$ cat src/rtl/updi_rx_deserializer.sv
// ============================================================================
// updi_rx_deserializer : UPDI receive path, 8E2 frames plus BREAK detection
// Revision 1.0
// ============================================================================
`default_nettype none

module updi_rx_deserializer #(
  parameter int CLKS_PER_BIT = 16
) (
  input  logic       clk,
  input  logic       rst,
  input  logic       rx_en,
  input  logic       updi_in,
  output logic [7:0] data_out,
  output logic       data_valid,
  output logic       parity_err,
  output logic       frame_err,
  output logic       break_det,
  output logic       busy
);

  localparam int            CW         = $clog2(CLKS_PER_BIT);
  localparam logic [CW-1:0] C_CNT_LAST = CW'(CLKS_PER_BIT - 1);
  localparam logic [CW-1:0] C_CNT_HALF = CW'(CLKS_PER_BIT / 2);

  typedef enum logic [2:0] {
    S_IDLE   = 3'd0,
    S_START  = 3'd1,
    S_DATA   = 3'd2,
    S_PARITY = 3'd3,
    S_STOP1  = 3'd4,
    S_STOP2  = 3'd5,
    S_BREAK  = 3'd6
  } state_t;

  state_t        state_q, state_d;
  logic          sync1_q, ln, ln_q;
  logic [CW-1:0] cnt_q, cnt_d;
  logic [2:0]    idx_q, idx_d;
  logic [7:0]    shift_q, shift_d;
  logic          par_q, par_d;
  logic          fe_q, fe_d;
  logic [7:0]    dout_q, dout_d;
  logic          dv_q, dv_d;
  logic          perr_q, perr_d;
  logic          ferr_q, ferr_d;
  logic          brk_q, brk_d;
  logic          sample;

  assign sample = (cnt_q == C_CNT_LAST);

  always_ff @(posedge clk) begin
    if (rst) begin
      sync1_q <= 1'b1;
      ln      <= 1'b1;
      ln_q    <= 1'b1;
      state_q <= S_IDLE;
      cnt_q   <= '0;
      idx_q   <= '0;
      shift_q <= '0;
      par_q   <= 1'b0;
      fe_q    <= 1'b0;
      dout_q  <= '0;
      dv_q    <= 1'b0;
      perr_q  <= 1'b0;
      ferr_q  <= 1'b0;
      brk_q   <= 1'b0;
    end else begin
      sync1_q <= updi_in;
      ln      <= sync1_q;
      ln_q    <= ln;
      state_q <= state_d;
      cnt_q   <= cnt_d;
      idx_q   <= idx_d;
      shift_q <= shift_d;
      par_q   <= par_d;
      fe_q    <= fe_d;
      dout_q  <= dout_d;
      dv_q    <= dv_d;
      perr_q  <= perr_d;
      ferr_q  <= ferr_d;
      brk_q   <= brk_d;
    end
  end

  always_comb begin
    state_d = state_q;
    cnt_d   = (state_q == S_IDLE || sample) ? '0 : cnt_q + CW'(1);
    idx_d   = idx_q;
    shift_d = shift_q;
    par_d   = par_q;
    fe_d    = fe_q;
    dout_d  = dout_q;
    dv_d    = 1'b0;
    perr_d  = perr_q;
    ferr_d  = ferr_q;
    brk_d   = 1'b0;

    // Dropping rx_en mid-frame discards everything, including a same-cycle STOP2 sample.
    if (state_q != S_IDLE && !rx_en) begin
      state_d = S_IDLE;
      cnt_d   = '0;
    end else begin
      case (state_q)
        S_IDLE: begin
          if (rx_en && ln_q && !ln) begin
            state_d = S_START;
            cnt_d   = C_CNT_HALF;
            fe_d    = 1'b0;
          end
        end
        S_START: begin
          if (sample) begin
            state_d = ln ? S_IDLE : S_DATA;
            idx_d   = '0;
          end
        end
        S_DATA: begin
          if (sample) begin
            shift_d[idx_q] = ln;
            idx_d          = idx_q + 3'd1;
            if (idx_q == 3'd7) state_d = S_PARITY;
          end
        end
        S_PARITY: begin
          if (sample) begin
            par_d   = ln;
            state_d = S_STOP1;
          end
        end
        S_STOP1: begin
          if (sample) begin
            if (ln) begin
              state_d = S_STOP2;
            end else if (shift_q == 8'h00 && !par_q) begin
              // Line has been low for 11 bit times: treat as BREAK, not a byte.
              state_d = S_BREAK;
            end else begin
              fe_d    = 1'b1;
              state_d = S_STOP2;
            end
          end
        end
        S_STOP2: begin
          if (sample) begin
            ferr_d  = fe_q | ~ln;
            perr_d  = par_q ^ (^shift_q);
            dout_d  = shift_q;
            dv_d    = 1'b1;
            state_d = S_IDLE;
          end
        end
        S_BREAK: begin
          if (ln) begin
            brk_d   = 1'b1;
            state_d = S_IDLE;
          end
        end
        default: state_d = S_IDLE;
      endcase
    end
  end

  assign data_out   = dout_q;
  assign data_valid = dv_q;
  assign parity_err = perr_q;
  assign frame_err  = ferr_q;
  assign break_det  = brk_q;
  assign busy       = (state_q != S_IDLE);

endmodule

`default_nettype wire

$ cat config.mk
export PLATFORM = sky130hd
export DESIGN_NAME = updi_rx_deserializer
export DESIGN_NICKNAME = d
export VERILOG_FILES = /design/src/rtl/updi_rx_deserializer.sv
export SDC_FILE = /design/constraint.sdc
export NUM_CORES = 1
export LEC_CHECK = 0
export ABC_AREA = 1
export CAP_MARGIN = 20
export CELL_PAD_IN_SITES_DETAIL_PLACEMENT = 1
export CELL_PAD_IN_SITES_GLOBAL_PLACEMENT = 2
export CORE_ASPECT_RATIO = 0.8
export CORE_MARGIN = 1
export CORE_UTILIZATION = 35
export CTS_CLUSTER_DIAMETER = 100
export DETAILED_ROUTE_END_ITERATION = 12
export PLACE_DENSITY_LB_ADDON = 0.1
export SLEW_MARGIN = 0
export SYNTH_ARGS = -nofsm -noshare
export SYNTH_HDL_FRONTEND = slang
export SYNTH_SLANG_ARGS = --single-unit
$ cat constraint.sdc
create_clock -name clk -period 2.2 [get_ports clk]
set_input_delay 0.33 -clock clk [delete_from_list [all_inputs] [get_ports clk]]
set_output_delay 0.33 -clock clk [all_outputs]
set_load 0.01 [all_outputs]
* After elaboration in Yosys (flattened, before gate mapping)
Cells that the tools add are included.
Cells by class: reduce and logical (&&, ||, !) cells 24, magnitude comparators 2, multiplexer cells 27, bitwise gates (word level) 6, equal/unequal tests 18, $add $sub $neg 2
Operators with widths (count):
- $mux W3 | 9
- $pmux W3 S7 | 1
- $ne A2 B2 Y1 const B | 9
- $eq A3 B3 Y1 const B | 4
- $mux W4 | 3
- $reduce_and A3 Y1 | 3
- $bwmux W8 | 1
- $logic_not A8 Y1 | 1
- $reduce_and A8 Y1 | 1
- $reduce_xor A8 Y1 | 1
- $mux W1 | 7
- $eq A3 B2 Y1 const B | 2
- $mux W2 | 3
- $pmux W3 S2 | 1
- $reduce_and A6 Y1 | 1
- $reduce_or A3 Y1 | 2
- $logic_and A1 B1 Y1 | 5
- $add A4 B1 Y4 const B | 1
- $eq A4 B4 Y1 const B | 1
- $lt A3 B4 Y1 const B | 1
- $not A1 Y1 | 4
- $reduce_and A4 Y1 | 1
- $reduce_bool A2 Y1 | 2
- $add A3 B1 Y3 const B | 1
- other kinds (12) | 14
Storage, ports and cells: input port bits 4, register bits 35, word-level logic and storage cells 93, output and inout port bits 13

* Depth between registers and ports, before layout
Gate-level depths: netlist of the first run.
depth after elaboration 6, gate-level depth with buffers 11, mapped depth without buffers 10

* Worst setup path before layout of the first run
Ideal clock, no wire load.
path kind register to register, from reg cnt_q[0], to reg perr_q, in the netlist parity_err, slack 0.819 ns, arrival 1.272 ns, stages on the path, launching flop included 10, clock period less this slack 1.381 ns, buffers on the path 1, library setup time 0.109 ns, cells stage by stage dfxtp_1 ha_1 nand2_1 nor2_4 nand2_4 nor2_8 buf_8 nand3_1 nand2_1 inv_1
Between the ends: longest elaborated chain between the ends 2
RTL lines:
- from (decl) | line 38 | logic [CW-1:0] cnt_q, cnt_d;
- from (signal assigned) | line 73 | cnt_q <= cnt_d;
- $eq A4 B4 Y1 | line 50 | assign sample = (cnt_q == C_CNT_LAST);
- $reduce_and A3 Y1 (no line)
- to (signal assigned) | line 80 | perr_q <= perr_d;
- to (decl) | line 45 | logic perr_q, perr_d;
No other way between the ends. A chain may end at the register's enable or synchronous reset.

* Final worst setup path of the first run
from reg state_q[0], to out busy
Between the ends: longest elaborated chain between the ends 1
RTL lines:
- from (decl) | line 36 | state_t state_q, state_d;
- from (signal assigned) | line 72 | state_q <= state_d;
- $reduce_bool A3 Y1 | line 169 | assign busy = (state_q != S_IDLE);
- to (decl) | line 19 | output logic busy
No other way between the ends.

==> results.toml, run 1 <==
[synth]
syn_inst = 242
synth-seq-cells = 35
syn_avg_cell_area_um2 = 7.50
ys_seq_area_share_pct = 38.6
ys.warnings.count = 0
yosysUniqueCellTypes = 31
syn_area_um2 = 1810
syn_nets = 253

[timing]
finalHoldViolations = 0
finalCriticalPeriod_ns = 1.98
rsz0062_at_grt = "no"
max_freq_mhz = 506
worst_slew_pin_slew_ns = 0.465
max_slew_margin_pct = 68.9
finalCritPeriodShare_pct = 89.9
setup_violations = 0
tns_ns = 0
drv_slew = 0
finClkSkew_ns = 0.00506

[grt]
grt_pass1_wl_mm = 6.52
grt_pass1_vias = 1382
grt_max_degree = 21
overflow = 0
globalRouteTotalUtil_pct = 16.3
antenna_found_initial = 0

[power_and_ir_drop]
powerDensity_nw_per_um2 = 809
p_total_w = 0.00168
irDropWorstVdd_mv = 0.356
leakagePower_nw = 0.828

[critical_path]
worstPathArrival_ns = 1.65
reg2regPathDepth = 8
crit_type = "reg -> out"
worstSetupStartpointType = "register"
worst-r2r-setup-slack_ns = 0.56
crit_path_start = "state_q[0]"
end_kind = "output pin"
reg2reg_to = "parity_err"
worstReg2RegStart = "cnt_q[0]"
cp-endpoint = "busy"
critPathMaxFanout = 8
critical_path_required_ns = 1.87

[final_layout]
final_common_cell = "nand2_1"
antenna_cells = 0
nets = 270
seq_area_um2 = 701
drive_above_1_share_pct = 12.7
final_core_util_pct = 41.6
final_cell_count_no_fill = 322
final_cell_mix = "nand2_1 (61), dfxtp_1 (35), nor2_1 (29)"
multi_input_area_um2 = 927
areaGrowthSynthToFinish_pct = 14.8
fillers = 634

[status]
outcome = "completed"

[clock_tree]
cts_buffer_depth = 2
cts_resized = 0
clock-root-buffer = "clkbuf_8"
post_cts_buffers = 0
clock-sinks = 35
clk_pin_slew_ns = 0.07
cts_tree = "done"
cts-buffers-inserted = 5
htreeDepth = 2
insertion_delay_ns = 0.29
hold_buffers = 0

[placed_design]
dp_hpwl_mm = 2.94
gp_congestion = 0.835
placed_cells = 314
portBuffers = 16

[floorplan]
die_area_um2 = 5480
num_rows = 23
die_height_um = 66.4
die_x_um = 82.5
initial_core_util_pct = 36.2
num_io_pins = 17
coreArea_um2 = 5010

[worst_hold_path]
min-delay-start = "sync1_q"
holdPathStages = 1
hp-class = "reg -> reg"

[routing]
routed_via_density = 4.63
vias = 1491
drt_iter0_drc = 38
dr.pass1.iters = 4
routed_wl_mm = 3.89
post_drt_wl_per_cell_um = 12.1
ant_nets = 0
drcViolationCount = 0

[flow_run]
drv_cap = 0
sequential cells by signal, summed over array words and instances (netlist names):
| register | cells |
|---|---|
| shift_q | 8 |
| fe_q | 1 |
| frame_err | 1 |
| ln | 1 |
| sync1_q | 1 |
| parity_err | 1 |
| par_q | 1 |
| data_out | 8 |
| data_valid | 1 |
| ln_q | 1 |
| idx_q | 3 |
| state_q | 3 |
| break_det | 1 |
| cnt_q | 4 |
cell usage after synthesis, drive strengths merged:
cell type | count | area, um2
nand2 | 65 | 278
dfxtp | 35 | 701
nor2 | 32 | 160
inv | 28 | 110
a21oi | 23 | 149
nand3 | 22 | 128
o21ai | 12 | 63.8
ha | 7 | 87.6
buf | 5 | 57.6
clkbuf | 3 | 15.0
nand4 | 2 | 12.5
nor3 | 2 | 10.0
or2 | 2 | 12.5
xnor2 | 2 | 17.5
clkinv | 1 | 3.75
nor4b | 1 | 8.76
where the power goes:
| group | switching [W] | internal [W] |
|---|---|---|
| clock network | 0.000252 | 0.000220 |
| logic | 0.000305 | 0.000168 |
| registers | 0.0000676 | 0.000671 |
| total | 0.000625 | 0.00106 |
stage by stage:
stage          hold slack (ns)  instance area (um2)  setup WS, ns
2_1_floorplan            0.389                 1810         0.819
6_report                 0.413                 2080         0.223
3_5_place_dp             0.401                 1990         0.474
4_1_cts                  0.420                 2080         0.216
3_3_place_gp             0.391                 1990         0.507
5_1_grt                  0.432                 2080         0.159
layer usage:
| metal | vias up | part of all wire (%) | global-route usage [%] |
|---|---|---|---|
| met2 | 24 | 37 | 21.5 |
| met4 | 0 | 1.6 | 6.47 |
| met1 | 658 | 58 | 24.2 |
| met5 | - | 0 | 0 |
| li1 | 802 | - | - |
| met3 | 7 | 3.8 | 4.55 |
cell families (layout without fill, tap and decap cells):
family	Yosys count	in the layout	synth area share (%)
compound gates	35	35	11.7
xor+xnor	2	2	0.966
fa+ha+maj	7	7	4.83
buf+inv	37	55	10.3
flops	35	35	38.6
simple gates	126	126	33.6
worst max-delay path, cell delays in order (launching register included):
cell	delay (ns)
dfxtp_1	0.58
nor2_8	0.10
nand2_4	0.13
clkdlybuf4s50_1	0.55
cell type report:
| cell class | instances | area share (%) |
|---|---|---|
| Timing Repair Buffer | 18 | 8.41 |
| Tap cell | 62 | 3.72 |
| Multi-Input combinational cell | 170 | 44.5 |
| Inverter | 29 | 5.47 |
| Sequential cell | 35 | 33.6 |
| Clock buffer | 5 | 3.30 |
| Clock inverter | 3 | 0.961 |
worst min path at each step:
stage	to	slack [ns]
after global placement	ln	0.39
after detailed placement	ln	0.40
after CTS	ln	0.42
after global routing	ln	0.43
final	ln	0.41
after floorplan	ln	0.39
Power figures use the tool's default switching activity.
==> inputs of run 2 (changes only) <==
--- a/config.mk
+++ b/config.mk
@@ -6,6 +6,7 @@
 export NUM_CORES = 1
 export LEC_CHECK = 0
 export ABC_AREA = 1
+export ABC_CLOCK_PERIOD_IN_PS = 2200
 export CAP_MARGIN = 20
 export CELL_PAD_IN_SITES_DETAIL_PLACEMENT = 1
 export CELL_PAD_IN_SITES_GLOBAL_PLACEMENT = 2
==> results of run 2 <==
Same layout as run 1: the final DEF is identical, and so are final timing and power.
==> inputs of run 3 (changes only) <==
--- a/config.mk
+++ b/config.mk
@@ -10,13 +10,13 @@
 export CAP_MARGIN = 20
 export CELL_PAD_IN_SITES_DETAIL_PLACEMENT = 1
 export CELL_PAD_IN_SITES_GLOBAL_PLACEMENT = 2
-export CORE_ASPECT_RATIO = 0.8
+export CORE_ASPECT_RATIO = 1.2
 export CORE_MARGIN = 1
 export CORE_UTILIZATION = 35
 export CTS_CLUSTER_DIAMETER = 100
 export DETAILED_ROUTE_END_ITERATION = 12
 export PLACE_DENSITY_LB_ADDON = 0.1
-export SLEW_MARGIN = 0
+export SLEW_MARGIN = 15
 export SYNTH_ARGS = -nofsm -noshare
 export SYNTH_HDL_FRONTEND = slang
 export SYNTH_SLANG_ARGS = --single-unit
==> results.toml, run 3 (synthesis results as in run 1) <==
[routing]
dr.pass1.iters = 4
drcViolationCount = 0
post_drt_wl_per_cell_um = 12.8
routed_wl_mm = 4.08
ant_nets = 0
drt_iter0_drc = 54
routed_via_density = 4.76
vias = 1519

[clock_tree]
hold_buffers = 0
clock-root-buffer = "clkbuf_8"
insertion_delay_ns = 0.29
post_cts_buffers = 0
htreeDepth = 2
cts_resized = 0
clock-sinks = 35
cts_buffer_depth = 2
cts_tree = "done"
cts-buffers-inserted = 5
clk_pin_slew_ns = 0.07

[worst_hold_path]
holdPathStages = 1
hp-class = "reg -> reg"

[placed_design]
dp_hpwl_mm = 3.10
placed_cells = 312
dp_slack_ns = 0.467
portBuffers = 16
gp_congestion = 0.779

[final_layout]
final_common_cell = "nand2_1"
drive_above_1_share_pct = 12.4
final_cell_mix = "nand2_1 (61), dfxtp_1 (35), nor2_1 (29)"
areaGrowthSynthToFinish_pct = 14.6
antenna_cells = 0
seq_area_um2 = 701
fillers = 621
final_cell_count_no_fill = 319
multi_input_area_um2 = 927
nets = 270

[timing]
drv_slew = 0
fin_ws_ns = 0.226
worst_slew_pin_slew_ns = 0.514
finalHoldViolations = 0
finalCriticalPeriod_ns = 1.97
max_freq_mhz = 506
rsz0062_at_grt = "no"
max_slew_margin_pct = 65.7
finClkSkew_ns = 0.00827
tns_ns = 0
finalCritPeriodShare_pct = 89.7
setup_violations = 0

[grt]
use_met3_pct = 3.79
globalRouteTotalUtil_pct = 17.3
overflow = 0
grtUsageMet2_pct = 29.9
busiest_layer = "met2"
grt_max_degree = 21
grt_pass1_wl_mm = 6.97
grt_pass1_vias = 1489
antenna_found_initial = 0
use_met1_pct = 20.3

[power_and_ir_drop]
leakagePower_nw = 0.835
powerDensity_nw_per_um2 = 813
p_total_w = 0.00169
irDropWorstVdd_mv = 0.287

[flow_run]
drv_cap = 0

[floorplan]
die_x_um = 67.7
coreArea_um2 = 4970
num_io_pins = 17
num_rows = 28
initial_core_util_pct = 36.5
die_area_um2 = 5480
die_height_um = 80.9

[critical_path]
critical_path_required_ns = 1.87
worstSetupStartpointType = "register"
reg2regPathDepth = 8
end_kind = "output pin"
worstPathArrival_ns = 1.64
crit_type = "reg -> out"
critPathMaxFanout = 8

[status]
outcome = "completed"
## run 3: cell count changes in the layout (fill, tap and decap cells not counted)
cell,previous run,this run
clkbuf_8,5,6
clkinvlp_4,2,0
## run 3: worst paths after layout
| kind | from | to | slack [ns] |
|---|---|---|---|
| setup / recovery | state_q[0] | busy | 0.23 |
| hold / removal | sync1_q | ln | 0.44 |
| setup reg to reg | cnt_q[0] | parity_err | 0.55 |
| hold reg to reg | sync1_q | ln | 0.44 |
## run 3: per-stage QoR
step | instance area (um2) | util [%] | hold slack, ns
after floorplan | 1810 | - | 0.389
after global placement | 1990 | 40.0 | 0.395
after detailed placement | 1990 | 40.0 | 0.427
after CTS | 2080 | 41.8 | 0.447
after global routing | 2080 | 41.8 | 0.460
final | 2080 | 41.8 | 0.438
## run 3: layer usage
layer	routed length, um	vias to the layer above
met4	66	0
met5	0	-
met1	1800	701
met2	2130	11
met3	86	6
li1	-	801
## run 3: where the power goes
part,switching (W),internal (W),total [W]
sequential,0.0000680,0.000671,0.000739
combinational,0.000304,0.000168,0.000472
clock,0.000233,0.000246,0.000479
## run 3: worst max-delay path, stage by stage (launching register included)
cell             delay [ns]
dfxtp_1                0.58
nor2_8                 0.10
nand2_4                0.12
clkdlybuf4s50_1        0.54
## run 3: final cells by class
type	instances	share of cell area, %
clock buffers	6	3.97
clock inverters	1	0.241
inverters	29	5.48
multi-input cells	170	44.6
flip-flops and latches	35	33.7
well taps	60	3.61
repair buffers	18	8.42
